[config.mk]
export PLATFORM = sky130hd
export DESIGN_NAME = led_chaser_flat
export DESIGN_NICKNAME = d
export VERILOG_FILES = /design/src/rtl/led_chaser_if.sv /design/src/rtl/led_chaser.sv /design/src/flat_wrapper.sv
export SDC_FILE = /design/constraint.sdc
export NUM_CORES = 1
export LEC_CHECK = 0
export CAP_MARGIN = 20
export CORE_ASPECT_RATIO = 1.75
export CORE_MARGIN = 5
export CORE_UTILIZATION = 45
export DETAILED_ROUTE_END_ITERATION = 16
export MAX_ROUTING_LAYER = met4
export PLACE_DENSITY = 0.67
export SKIP_LAST_GASP = 1
export SLEW_MARGIN = 10
export SYNTH_ARGS = -nofsm -noshare
export SYNTH_HDL_FRONTEND = slang
export SYNTH_SLANG_ARGS = --single-unit
[constraint.sdc]
create_clock -name clk -period 4.7 [get_ports clk]
set_input_delay 0.94 -clock clk [delete_from_list [all_inputs] [get_ports clk]]
set_output_delay 0.94 -clock clk [all_outputs]
set_load 0.005 [all_outputs]
[src/rtl/led_chaser_if.sv]
// Control and LED drive bundle for led_chaser.
// The master side drives en/dir/step_in. The slave side (the chaser) drives led/phase/cycle_done.
interface led_chaser_if #(
  parameter int unsigned N = 8
) ();
  logic         en;
  logic         dir;
  logic         step_in;
  logic [N-1:0] led;
  logic [1:0]   phase;
  logic         cycle_done;

  modport master (output en, dir, step_in, input led, phase, cycle_done);
  modport slave  (input en, dir, step_in, output led, phase, cycle_done);
endinterface

[src/rtl/led_chaser.sv]
// LED chaser: fills the LED bar one lamp per slow step, drains it in the same order,
// then stays dark for HOLD_STEPS steps before it repeats.
module led_chaser #(
  parameter int unsigned N          = 8,
  parameter int unsigned HOLD_STEPS = 2
) (
  input logic          clk,
  input logic          reset,
  led_chaser_if.slave  bus
);

  localparam int unsigned CW = 8;
  localparam logic [CW-1:0] HOLD_LAST = (HOLD_STEPS == 0) ? CW'(0) : CW'(HOLD_STEPS - 1);

  typedef enum logic [1:0] {
    IDLE  = 2'd0,
    FILL  = 2'd1,
    DRAIN = 2'd2,
    HOLD  = 2'd3
  } state_e;

  state_e        state_q, state_d;
  logic [N-1:0]  led_q, led_d;
  logic          dir_q, dir_d;
  logic [CW-1:0] hold_cnt_q, hold_cnt_d;
  logic          cycle_done_q, cycle_done_d;
  logic          s1_q, s1_d, s2_q, s2_d, s3_q, s3_d;
  logic          step_q, step_d;

  always_ff @(posedge clk) begin
    if (reset) begin
      state_q      <= IDLE;
      led_q        <= '0;
      dir_q        <= 1'b0;
      hold_cnt_q   <= '0;
      cycle_done_q <= 1'b0;
      s1_q         <= 1'b0;
      s2_q         <= 1'b0;
      s3_q         <= 1'b0;
      step_q       <= 1'b0;
    end else begin
      state_q      <= state_d;
      led_q        <= led_d;
      dir_q        <= dir_d;
      hold_cnt_q   <= hold_cnt_d;
      cycle_done_q <= cycle_done_d;
      s1_q         <= s1_d;
      s2_q         <= s2_d;
      s3_q         <= s3_d;
      step_q       <= step_d;
    end
  end

  always_comb begin
    state_d      = state_q;
    led_d        = led_q;
    dir_d        = dir_q;
    hold_cnt_d   = hold_cnt_q;
    cycle_done_d = 1'b0;
    // The edge-detected step is registered once more, so the FSM acts three edges after step_in is first sampled.
    s1_d         = bus.step_in;
    s2_d         = s1_q;
    s3_d         = s2_q;
    step_d       = s2_q & ~s3_q;

    if (!bus.en) begin
      state_d    = IDLE;
      led_d      = '0;
      hold_cnt_d = '0;
    end else begin
      case (state_q)
        IDLE: begin
          state_d = FILL;
          dir_d   = bus.dir;
          led_d   = '0;
        end
        FILL: begin
          if (step_q) begin
            led_d = dir_q ? {led_q[N-2:0], 1'b1} : {1'b1, led_q[N-1:1]};
            if (&led_d) state_d = DRAIN;
          end
        end
        DRAIN: begin
          if (step_q) begin
            led_d = dir_q ? {led_q[N-2:0], 1'b0} : {1'b0, led_q[N-1:1]};
            if (led_d == '0) begin
              cycle_done_d = 1'b1;
              hold_cnt_d   = '0;
              if (HOLD_STEPS == 0) begin
                state_d = FILL;
                dir_d   = bus.dir;
              end else begin
                state_d = HOLD;
              end
            end
          end
        end
        HOLD: begin
          led_d = '0;
          if (step_q) begin
            if (hold_cnt_q == HOLD_LAST) begin
              state_d    = FILL;
              dir_d      = bus.dir;
              hold_cnt_d = '0;
            end else begin
              hold_cnt_d = hold_cnt_q + CW'(1);
            end
          end
        end
        default: state_d = IDLE;
      endcase
    end
  end

  assign bus.led        = led_q;
  assign bus.phase      = state_q;
  assign bus.cycle_done = cycle_done_q;

endmodule

[src/flat_wrapper.sv]
// flat-port wrapper written by rule: the top's interface ports become plain ports
module led_chaser_flat 
#(
  parameter int unsigned N          = 8,
  parameter int unsigned HOLD_STEPS = 2
)
  (clk, reset, bus_en, bus_dir, bus_step_in, bus_led, bus_phase, bus_cycle_done);
  led_chaser_if #(.N(N)) bus_i ();
  input logic clk;
  input logic reset;
  input wire logic [$bits(bus_i.en)-1:0] bus_en;
  input wire logic [$bits(bus_i.dir)-1:0] bus_dir;
  input wire logic [$bits(bus_i.step_in)-1:0] bus_step_in;
  output wire logic [$bits(bus_i.led)-1:0] bus_led;
  output wire logic [$bits(bus_i.phase)-1:0] bus_phase;
  output wire logic [$bits(bus_i.cycle_done)-1:0] bus_cycle_done;
  assign bus_i.en = bus_en;
  assign bus_i.dir = bus_dir;
  assign bus_i.step_in = bus_step_in;
  assign bus_led = bus_i.led;
  assign bus_phase = bus_i.phase;
  assign bus_cycle_done = bus_i.cycle_done;
  led_chaser #(.N(N), .HOLD_STEPS(HOLD_STEPS)) u_core (.clk(clk), .reset(reset), .bus(bus_i));
endmodule
Word-level counts from Yosys, hierarchy flattened
Index checks and enable logic that the tools add are counted.

cells by class
  add/subtract/negate cells = 1
  eq/ne operators = 10
  multiplexer cells = 21
  bitwise gates (word level) = 5
  reduce and logical (&&, ||, !) cells = 12

operators by type and width
  cell                   number
  $mux W8                8
  $pmux W8 S3            1
  $pmux W8 S2            1
  $mux W2                6
  $ne A2 B1 Y1 const B   6
  $add A8 B1 Y8 const B  1
  $eq A8 B1 Y1 const B   1
  $logic_not A8 Y1       1
  $pmux W2 S4            1
  $reduce_and A4 Y1      2
  $reduce_and A8 Y1      1
  $reduce_and A6 Y1      1
  $eq A2 B2 Y1 const B   2
  $not A1 Y1             4
  $reduce_bool A2 Y1     2
  $reduce_or A2 Y1       2
  $reduce_or A4 Y1       1
  $mux W1                3
  $eq A2 B1 Y1 const B   1
  $logic_not A2 Y1       1
  $pmux W1 S2            1
  $reduce_and A2 Y1      1
  $and A1 B1 Y1          1

word-level totals
  flip-flop bits (word level) = 24
  input port bits = 5
  output and inout bits = 11
  logic and storage cells = 58

Logic depth before layout (Yosys ltp)
Gate-level depths: netlist of the first run.

  depth after elaboration = 5
  depth in mapped cells = 8
  mapped depth without buffers = 7

Worst setup path before layout of the first run
No wires, ideal clock.

  path type = register -> register
  start = register u_core.hold_cnt_q[0]
  end = register u_core.hold_cnt_q[4]
  setup time = 132 ps
  data arrival time = 1924 ps
  required time = 4568 ps
  slack = 2644 ps
  cell stages (with the launch flop) = 7
  buffers on the path = 0
  clock period less this slack = 2056 ps
  path through = dfxtp_1 ha_1 or4b_2 o41ai_1 nor2_1 o21ai_0 a21oi_1

between the ends
  cells in the longest elaborated chain, start to end = 4
  elaborated cells on any way between the ends = 5
  classes of those cells = add/sub (1); eq/ne (1); mux (3)

RTL lines
  what                                                  RTL line                              source
  start, declared                                       led_chaser.sv:25                      logic [CW-1:0] hold_cnt_q, hold_cnt_d;
  start signal, assigned                                led_chaser.sv:45                      hold_cnt_q <= hold_cnt_d;
  $add A8 B1 Y8 / $eq A8 B1 Y1 (equally long branches)  led_chaser.sv:106, led_chaser.sv:101
  $mux W8 *                                             led_chaser.sv:101                     if (hold_cnt_q == HOLD_LAST) begin
  $mux W8 *                                             led_chaser.sv:100                     if (step_q) begin
  $pmux W8 S2 *                                         led_chaser.sv:71                      case (state_q)

Every way passes the cells marked *; elsewhere a longest branch is shown, timed or not. The select of a mux whose other input is x is not followed.
A chain may end at the register's enable or synchronous reset.

Worst setup path in the final report of the first run
Same ends and word-level chain as after synthesis.

==> flow_summary.toml, run 1 <==
[outcome]
outcome = "complete, no violations"

[clock_tree]
clock_latency_ns = 0.26
cts_buffer_depth = 2
tritoncts = "done"
cts_made_buffers = 3
cts_setup_buffers = 0
clk_pin_slew_ns = 0.08
clkSinkCount = 24
hold_buffers = 0
cts-htree-levels = 1
cts_root_buffer = "clkbuf_8"
cts-resized-gates = 0

[timing]
period_minus_slack_ns = 2.44
slew_headroom = 0.347
maxSlewViolCount = 0
fmaxAchievable_ghz = 0.410
tightest_slew_ns = 0.976
finalHoldViolCount = 0
setup_ws_ns = 2.26
fin_hold_ws_ns = 0.393
final.setup_skew_ns = 0.00274
finalCritPeriodShare = 0.519
rsz0062_at_grt = "no"
finalSetupViolCount = 0
tns_ns = 0

[synth]
synth_cells = 149
synth_area_um2 = 1280
synthesis.nets = 161
syn_area_per_cell_um2 = 8.60
synth_area_leaders = "dfxtp_1 38%, a21oi_1 7.0%, ha_1 6.8%"
ys_seq_area_frac = 0.375
synth_top_area_frac = 0.375
yosysTopAreaCell = "dfxtp_1"
synthFlopType = "dfxtp_1"
synth_seq_cells = 24
yosysWarnings = 0
synth_edf_count = 0
async_flop_share = 0
ys_types = 34

[final_layout]
final_area_um2 = 1510
mostFrequentLayoutCell = "dfxtp_1"
utilization = 0.553
nets = 177
drive_gt1_frac = 0.0671
n_antenna_cell = 0
num-fill-cells = 251
layout_common_cells = "24 x dfxtp_1, 18 x nor2_1, 18 x a21oi_1"
fin_cells = 191
areaGrowthSynthToFinish_pct = 17.5

[worst_setup_path]
arrival_ns = 2.56
worstPathRequired_ns = 4.82
worstReg2RegEnd = "u_core.hold_cnt_q[4]"
critPathKind = "register to register"
worstSetupStartpointType = "register"
crit_fanout = 5
reg2reg_depth = 6
worstSetupStartpoint = "u_core.hold_cnt_q[0]"
regToRegSetupSlack_ns = 2.26
reg2reg_from = "u_core.hold_cnt_q[0]"
setup.worst_path.end_class = "register"
crit_end = "u_core.hold_cnt_q[4]"

[power_and_ir_drop]
p_leak_nw = 0.531
cellPowerDensity_nw_per_um2 = 261
p_total_uw = 392
ir_worst_vdd_mv = 0.159

[floorplanning]
die_area_um2 = 4060
rows = 25
die_w_um = 50.3
die_y_um = 80.6
start_util = 0.471
ios = 16
core_um2 = 2720

[global_routing]
grt_overflow = 0
grtUsageMet3 = 0.0241
grt_util_met1 = 0.180
grt_max_degree = 20
gr-usage-all-layers = 0.166
busiest_layer = "met2"
met2_usage = 0.306
antenna_found_initial = 0
grt_first_pass_wirelength_um = 5260
grt_pass1_vias = 1139

[route]
route.detailed.drc = 0
wire_per_inst_um = 15.0
ant_nets = 0
routed_via_density = 5.83
detail_route.iter0.violations = 31
dr_total_vias = 1113
firstDrtPassIters = 4
wl_um = 2860

[place]
placedCellCount = 187
portBuffers = 15
pre_cts_ws_ns = 2.18
postPlaceCellArea_um2 = 1450
gp_congestion = 0.796
dp_hpwl_um = 2160

[min_path]
hp-class = "register to register"

[job]
cap_violations = 0
how the worst min path moves through the flow:
stage                     cells past startpoint        start  slack, ns             to
after floorplan                               1  u_core.s3_q       0.37  u_core.step_q
after global placement                        1  u_core.s3_q       0.38  u_core.step_q
after global routing                          1  u_core.s3_q       0.43  u_core.step_q
final                                         1  u_core.s3_q       0.39  u_core.step_q
after CTS                                     1  u_core.s3_q       0.40  u_core.step_q
after detailed placement                      1  u_core.s3_q       0.39  u_core.step_q
per-layer routing:
layer,vias up,wire length (µm)
li1,569,-
met1,530,1170
met2,12,1620
met3,2,51
met4,0,19
met5,-,0
power by group:
group	internal, mW	switching (mW)	leakage [nW]
Clock	0.0746	0.0620	0.0288
Sequential	0.207	0.00647	0.194
Combinational	0.0190	0.0234	0.308
worst max-delay path, cell delays in order, from the launching register on:
cell and delay [ns]:
dfxtp_1 0.39, ha_1 0.15, or4b_2 0.64, o41ai_1 0.77, nor2_1 0.10, o21ai_0 0.17, a21oi_1 0.08
state kept, by name, summed over array words and instances, names as in the netlist:
name and cells:
u_core.bus.led 8, u_core.hold_cnt_q 8, u_core.bus.phase 2, u_core.bus.cycle_done 1
u_core.dir_q 1, u_core.s1_q 1, u_core.s2_q 1, u_core.s3_q 1
u_core.step_q 1
cell usage after synthesis, types with 2 or more instances:
cell,number
o21ai_0,9
or3b_1,6
clkbuf_1,3
or3_1,2
nand2_1,5
nor3_1,10
mux2i_1,8
a21oi_1,18
dfxtp_1,24
nor2b_1,8
inv_1,5
nor2_1,18
and3_1,4
ha_1,7
nand3_1,2
or4b_2,2
logic make-up (layout without fill, tap and decap cells):
logic type | count (synthesis) | in the layout | synth area share
simple gates | 64 | 64 | 0.280
flops | 24 | 24 | 0.375
buf+inv | 9 | 24 | 0.0264
mux | 9 | 9 | 0.0713
compound gates | 36 | 36 | 0.179
fa+ha+maj | 7 | 7 | 0.0684
cell type report:
type | instances | area (µm²) | share of cell area
flip-flops and latches | 24 | 480 | 0.319
well taps | 27 | 33.8 | 0.0224
inverters | 5 | 18.8 | 0.0125
clock buffers | 4 | 55.1 | 0.0366
repair buffers | 15 | 150 | 0.0998
multi-input cells | 116 | 767 | 0.510
Note: power is estimated with default switching activity, not from simulation.
==> inputs of run 2 (changes only) <==
--- a/config.mk
+++ b/config.mk
@@ -11,7 +11,7 @@
 export CORE_UTILIZATION = 45
 export DETAILED_ROUTE_END_ITERATION = 16
 export MAX_ROUTING_LAYER = met4
-export PLACE_DENSITY = 0.67
+export PLACE_DENSITY = 0.69
 export SKIP_LAST_GASP = 1
 export SLEW_MARGIN = 10
 export SYNTH_ARGS = -nofsm -noshare
==> constraint.sdc (replaced) <==
create_clock -name clk -period 2.15 [get_ports clk]
set_input_delay 0.43 -clock clk [delete_from_list [all_inputs] [get_ports clk]]
set_output_delay 0.43 -clock clk [all_outputs]
set_load 0.005 [all_outputs]
==> run 2 against run 1 <==
Final area up 7.8%. Critical path depth is 1 lower. First-iteration DRC count shrank 16%. Clock skew fell by 0.00091 ns. Cell count is 6.8% higher. Worst setup slack lost 2.2 ns. Critical path type unchanged.
==> flow_summary.toml, run 2 (synthesis results as in run 1) <==
[route]
dr_total_vias = 1204
detail_route.iter0.violations = 26
route.detailed.drc = 0
wl_um = 3130
routed_via_density = 5.90
firstDrtPassIters = 4
ant_nets = 0
wire_per_inst_um = 15.3

[final_layout]
nets = 190
layout_common_cells = "23 x dfxtp_1, 18 x nor2_1, 18 x a21oi_1"
areaGrowthSynthToFinish_pct = 26.7
drive_gt1_frac = 0.153
num-fill-cells = 263
n_antenna_cell = 0
mostFrequentLayoutCell = "dfxtp_1"
register_area_um2 = 482
utilization = 0.596
multi_input_area_um2 = 786

[worst_setup_path]
worstSetupStartpointType = "register"
cp_cell_sequence = "or4_4, o41ai_4, nand3_2, or3b_1, a21oi_1"
worstPathRequired_ns = 2.36
worstSetupStartpoint = "u_core.bus.led[1]"
arrival_ns = 2.26
cp_slowest_cell = "or4_4"
critPathKind = "register to register"
crit_buf_inv = 0
crit_fanout = 7
setup.worst_path.end_class = "register"
regToRegSetupSlack_ns = 0.1
crit_family = "simple AND/OR/NAND/NOR gates"
reg2reg_from = "u_core.bus.led[1]"
critical_path.max_stage_delay_ns = 0.55

[global_routing]
busiest_layer = "met2"
met2_usage = 0.312
antenna_found_initial = 0
grt_first_pass_wirelength_um = 5440
grt_overflow = 0
grt_util_met1 = 0.182
grt_pass1_vias = 1253
grtUsageMet3 = 0.0241
grt_max_degree = 17
gr-usage-all-layers = 0.177

[clock_tree]
cts_root_buffer = "clkbuf_8"
cts-htree-levels = 1
clock_latency_ns = 0.27
clkSinkCount = 24
tritoncts = "done"
cts_buffer_depth = 2
cts_made_buffers = 3
clk_pin_slew_ns = 0.09

[timing]
slew_headroom = 0.626
period_minus_slack_ns = 2.05
tns_ns = 0
finalSetupViolCount = 0
finalCritPeriodShare = 0.954
finalHoldViolCount = 0
setup_ws_ns = 0.0999
tightest_slew_ns = 0.560
fmaxAchievable_ghz = 0.488
final.setup_skew_ns = 0.00184
maxSlewViolCount = 0

[floorplanning]
start_util = 0.471
rows = 25
die_w_um = 50.3
die_area_um2 = 4060
core_um2 = 2720
die_y_um = 80.6
ios = 16

[place]
dp_hpwl_um = 2360
portBuffers = 15
pre_cts_ws_ns = 0.0111
gp_congestion = 0.833

[power_and_ir_drop]
cellPowerDensity_nw_per_um2 = 546
ir_worst_vdd_mv = 0.409
p_leak_nw = 0.604

[outcome]
outcome = "complete, no violations"

[min_path]
hp-class = "register to register"
holdCritStartpoint = "u_core.s3_q"

[job]
cap_violations = 0
[run 2: changes by cell type in the layout (fill, tap and decap cells not counted), sizes merged]
cell,previous run,this run
buf,0,13
[run 2: path summary, 6_finish.rpt]
| path | end | cells past startpoint |
|---|---|---|
| hold reg to reg | u_core.step_q | 1 |
| hold / removal | u_core.step_q | 1 |
| setup reg to reg | u_core.hold_cnt_q[3] | 5 |
| setup / recovery | u_core.hold_cnt_q[3] | 5 |
[run 2: metrics by stage]
stage / hold WS [ns] / cell area, µm² / cells / power (mW)
after floorplan: 0.367 / 1280 / 149 / 0.537
after global placement: 0.379 / 1540 / 199 / 0.578
after detailed placement: 0.387 / 1540 / 199 / 0.580
after CTS: 0.402 / 1600 / 203 / 0.881
after global routing: 0.417 / 1620 / 204 / 0.920
final: 0.395 / 1620 / 204 / 0.886
[run 2: area by class of cell]
type                            instances  area share
Sequential cell                        24       0.297
Inverter                                5      0.0116
Tap cell                               27      0.0208
Multi-Input combinational cell        116       0.484
Clock buffer                            4      0.0339
Timing Repair Buffer                   28       0.153
[run 2: what timing repair did]
item	4_1_cts	5_1_grt
setup endpoints to repair	0	10
setup buffers	0	1
hold buffers	0	0
resized for setup	0	5
endpoints found under the hold margin	0	0
[run 2: layer usage]
layer	up-vias	part of all wire
met2	22	0.55
met3	12	0.016
met5	-	0
met4	0	0.036
met1	575	0.40
li1	595	-
[run 2: where the power goes]
group          switching (mW)  leakage [nW]  internal [mW]
Sequential            0.00799         0.195          0.452
Combinational          0.0589         0.380         0.0521
Clock                   0.151        0.0288          0.164
Total                   0.218         0.604          0.668
